**config.mk**
```make
export PLATFORM = sky130hd
export DESIGN_NAME = uart_tx_arbiter
export DESIGN_NICKNAME = d
export VERILOG_FILES = /design/src/rtl/uart_tx_arbiter.sv
export SDC_FILE = /design/constraint.sdc
export NUM_CORES = 1
export LEC_CHECK = 0
export ABC_AREA = 1
export CORE_MARGIN = 8
export CORE_UTILIZATION = 45
export CTS_BUF_LIST = sky130_fd_sc_hd__clkbuf_8
export DETAILED_ROUTE_END_ITERATION = 10
export PLACE_DENSITY = 0.78
export REMOVE_ABC_BUFFERS = 1
export SLEW_MARGIN = 0
export SYNTH_ARGS = -nofsm -noshare
export SYNTH_HDL_FRONTEND = slang
export SYNTH_SLANG_ARGS = --single-unit
export TNS_END_PERCENT = 20
```
**constraint.sdc**
```tcl
create_clock -name PCLK -period 1.7 [get_ports PCLK]
set_input_delay 0.51 -clock PCLK [delete_from_list [all_inputs] [get_ports PCLK]]
set_output_delay 0.51 -clock PCLK [all_outputs]
set_load 0.02 [all_outputs]
```
**src/rtl/uart_tx_arbiter.sv**
```systemverilog
// Round-robin arbiter sharing one UART transmitter among byte sources.
// Frame-locked grants, burst limit, optional idle gap after each release.
module uart_tx_arbiter #(
  parameter int NUM_REQ    = 4,
  parameter int MAX_BURST  = 16,
  parameter int GAP_CYCLES = 0
) (
  input  logic                   PCLK,
  input  logic                   PRESET,
  input  logic [NUM_REQ-1:0]     req_valid,
  input  logic [8*NUM_REQ-1:0]   req_data,
  input  logic [NUM_REQ-1:0]     req_last,
  output logic [NUM_REQ-1:0]     req_ready,
  input  logic                   tx_ready,
  output logic                   tx_wen,
  output logic [7:0]             tx_data,
  output logic                   grant_valid,
  output logic [2:0]             grant_id
);

  typedef enum logic [1:0] {ARB, SEND, HOLD, GAP} state_t;

  state_t      state, state_n;
  logic [2:0]  rr_ptr;
  logic [7:0]  burst_cnt;
  logic [7:0]  gap_cnt;
  logic        last_q;
  logic [7:0]  valid8, last8, ready8;
  logic [63:0] data64;
  logic [2:0]  pick;
  logic [3:0]  idx;
  logic        found, xfer, rel, at_limit;

  assign valid8   = 8'(req_valid);
  assign last8    = 8'(req_last);
  assign data64   = 64'(req_data);
  assign at_limit = (MAX_BURST != 0) &&
                    (burst_cnt == 8'(MAX_BURST));

  always_comb begin
    pick  = '0;
    found = 1'b0;
    idx   = '0;
    for (int k = 1; k <= NUM_REQ; k++) begin
      idx = {1'b0, rr_ptr} + 4'(k);
      if (idx >= 4'(NUM_REQ)) idx = idx - 4'(NUM_REQ);
      if (!found && valid8[idx[2:0]]) begin
        found = 1'b1;
        pick  = idx[2:0];
      end
    end
  end

  // HOLD spans the strobe cycle plus one settle cycle for the
  // transmitter's ready flag; tx_wen tells the two apart.
  always_comb begin
    state_n = state;
    ready8  = '0;
    xfer    = 1'b0;
    rel     = 1'b0;
    unique case (state)
      ARB: if (found) state_n = SEND;
      SEND: begin
        ready8[grant_id] = tx_ready & valid8[grant_id];
        xfer = tx_ready & valid8[grant_id];
        if (!valid8[grant_id]) rel = 1'b1;
        else if (xfer) state_n = HOLD;
      end
      HOLD: begin
        if (!tx_wen) begin
          if (last_q || at_limit) rel = 1'b1;
          else state_n = SEND;
        end
      end
      GAP: if (gap_cnt <= 8'd1) state_n = ARB;
      default: state_n = ARB;
    endcase
    if (rel) state_n = (GAP_CYCLES > 0) ? GAP : ARB;
  end

  assign req_ready = ready8[NUM_REQ-1:0];

  always_ff @(posedge PCLK) begin
    if (PRESET) state <= ARB;
    else state <= state_n;
  end

  always_ff @(posedge PCLK) begin
    if (PRESET) begin
      tx_wen      <= 1'b0;
      tx_data     <= '0;
      grant_valid <= 1'b0;
      grant_id    <= '0;
      burst_cnt   <= '0;
      gap_cnt     <= '0;
      last_q      <= 1'b0;
      rr_ptr      <= 3'(NUM_REQ - 1);
    end else begin
      tx_wen <= xfer;
      if (xfer) begin
        tx_data   <= data64[{grant_id, 3'b000} +: 8];
        burst_cnt <= burst_cnt + 8'd1;
        last_q    <= last8[grant_id];
      end
      if (state == ARB && found) begin
        grant_id    <= pick;
        grant_valid <= 1'b1;
      end
      if (rel) begin
        grant_valid <= 1'b0;
        rr_ptr      <= grant_id;
        burst_cnt   <= '0;
        gap_cnt     <= 8'(GAP_CYCLES);
      end else if (state == GAP) begin
        gap_cnt <= gap_cnt - 8'd1;
      end
    end
  end

endmodule
```
==> results of run 1 <==
[layout make-up]
type                    instances  area, um2
well taps                      54      67.56
clock inverters                 3      67.56
multi-input cells             240       1336
repair buffers                 98      889.6
flip-flops and latches         35      705.7
clock buffers                   5      68.82
inverters                      37      148.9
fillers                       372       1376
[state kept, by name, indices dropped and copies added, names as in the netlist]
name / cells
gap_cnt: 8
tx_data: 8
burst_cnt: 8
grant_valid: 1
last_q: 1
tx_wen: 1
state: 2
rr_ptr: 3
grant_id: 3
[metal layers]
layer  share of wire  vias up  routed length (um)
met3           0.067       14                 409
li1                -     1217                   -
met4           0.027        0                 163
met1            0.40     1073                2453
met5               0        -                   0
met2            0.51       54                3106
[path summary, 6_finish.rpt]
| path | to | slack (ns) | cells past startpoint |
|---|---|---|---|
| hold / removal | last_q | 0.46 | 2 |
| hold reg to reg | last_q | 0.46 | 2 |
| setup reg to reg | tx_data[1] | 0.06 | 10 |
| setup / recovery | req_ready[1] | -0.22 | 7 |
[stage by stage]
| stage | total power, mW | utilization | worst slack (ns) | hold slack, ns | area (um2) |
|---|---|---|---|---|---|
| after floorplan | 2.299 | - | -0.2231 | 0.4239 | 2100 |
| after global placement | 3.080 | 0.6583 | -1.072 | 0.4348 | 3068 |
| after detailed placement | 3.127 | 0.6583 | -1.101 | 0.4438 | 3068 |
| after CTS | 4.044 | 0.6870 | -0.1976 | 0.4545 | 3202 |
| after global routing | 4.412 | 0.7047 | -0.2987 | 0.4842 | 3284 |
| final | 4.115 | 0.7047 | -0.2182 | 0.4554 | 3284 |
[worst max-delay path, cell delays in order (launching register included)]
cell     delay (ns)
dfxtp_4        0.38
nand2_1        0.06
o21ai_1        0.07
nand2_1        0.07
nand2_2        0.10
nand4_4        0.15
nor2_2         0.15
buf_6          0.13
[repair_timing]
| action | 4_1_cts | 5_1_grt |
|---|---|---|
| gates resized for setup | 54 | 21 |
| pin swaps | 7 | 6 |
| hold buffers | 0 | 0 |
| setup endpoints to repair | 42 | 21 |
| buffers inserted | 0 | 1 |
[Yosys cell counts, types with 2 or more instances]
master,n
nand2_1,89
dfxtp_1,35
buf_4,2
ha_1,10
a21oi_1,21
o21ai_0,14
xnor2_1,3
inv_1,29
or2_2,2
nor2_1,33
inv_2,3
nand3_1,22
o211ai_1,3
nor2_2,2
clkinv_1,4
nand3_2,3
nand4_1,4
a21oi_2,2
xor2_1,5
nand2_2,11
buf_6,2
a31oi_1,7
[kinds of logic (layout without fill, tap and decap cells)]
kind of cell             Yosys count  count (layout)  share of synthesized area
AND/OR/NAND/NOR                  171             171                     0.3586
AO/OA/AOI/OAI                     51              51                     0.1364
buffers and inverters             43             143                    0.08745
flip-flops                        35              35                     0.3265
adder cells (fa/ha/maj)           10              10                    0.05831
XOR/XNOR                           8               8                    0.03265
[power by group through the flow]
stage,registers [mW],clock network [mW],logic [mW]
4_1_cts,1.06,0.915,2.07
5_1_grt,1.08,0.942,2.39
3_5_place_dp,1.07,0,2.05
6_report,1.06,0.902,2.15
3_3_place_gp,1.07,0,2.01
2_1_floorplan,1.15,0,1.14
==> impl_metrics.ini, run 1 <==
[placement]
gp_congestion = 0.8042
dp.cells = 463
io_buffer_count = 59
hpwl_mm = 4.755

[synthesis]
avgSynthCellArea_um2 = 6.748
seq_area_frac_synth = 0.3265
synth_seq_cells = 35
synth_cell_types = 34
yosysTopAreaCellShare = 0.3265
netlist_top_cells_area = dfxtp_1 33%, nand2_1 16%, ha_1 5.8%
ys.flop_type = dfxtp_1
synth.largest_area_cell = dfxtp_1
yosysWarnings = 0
synthArstFlopShare = 0
synth_cells = 318
synth_edf_count = 0
syn-cell-area_mm2 = 0.002146

[timing]
worst_pin_slew_ns = 0.2809
grt_setup_unrepaired = yes
period_share = 1.128
tns_ns = -0.8489
slew_headroom = 0.8107
fin_ws_ns = -0.2182
setup_violations = 4
fmax_mhz = 521.3
maxSlewViolCount = 0
finalHoldViolCount = 0
clock_skew_ns = 0.006290
min_period_ns = 1.918

[drt]
ant_nets = 0
routed_wl_mm = 6.133
drt_iter0_drc = 92
wl_per_cell_um = 12.99
via_per_inst = 4.996
via_count = 2358
firstDrtPassIters = 4
drc_errors = 0

[clock_tree]
clkLatencyLatePin_ns = 0.30
h-tree-depth = 2
numCtsBuffers = 5
cts_sinks = 35
tritoncts = yes
path_clk_slew_ns = 0.07
clockBufferDepth = 2
cts_root_buffer = clkbuf_8

[worst_setup_path]
r2r-start = grant_id[0]
crit_arrival_ns = 1.41
worstSetupEndpointType = output port
required_ns = 1.19
worst-setup-path-type = flop to output port
path_max_fanout = 6
cp-start-kind = flop
critPathLaunch = grant_id[0]

[flow_run]
cap_violations = 0

[global_route]
use_met1 = 0.1670
use_met3 = 0.06564
grt_max_degree = 18
antenna_found_initial = 0
grt_pass1_vias = 2422
grt_usage = 0.1715
grt_overflow = 0
grt_pass1_wl_mm = 10.12
grt_util_met2 = 0.3082
top_usage_layer = met2

[run_status]
status = finished, violations left
violations = setup timing

[power_and_ir_drop]
leakage_nw = 1.471
comb_power_share = 0.522
p_sw_mw = 1.633
p_clk_frac = 0.219
sw_frac_of_total = 0.3968
share_seq_of_total_power = 0.259
ir_drop_uv = 643.1
powerDensity_mw_per_mm2 = 1253
p_int_mw = 2.482

[final_layout]
area_delta_synth_final_pct = 53.06
insertedDiodeCount = 0
stdcell_count = 472
final_common_cell = nand2_1
most-common-layout-cells = 88 x nand2_1, 38 x buf_4, 37 x clkdlybuf4s50_1
layout-drive-gt1-share = 0.2416
nNetsFinal = 470

[floorplanning]
die_area_mm2 = 0.007234
pin_count = 60
num_rows = 25
start_util = 0.4604
die_h_um = 85.06
die_x_um = 85.06
core_area_mm2 = 0.004661

[min_path]
hold_class = flop to flop
hold_path_startpoint = last_q
(Power assumes the default switching activity.)
==> inputs of run 2 (changes only) <==
- RECOVER_POWER: not set -> 100
==> results of run 2 <==
Same layout as run 1: the final DEF is identical, and so are final timing and power.
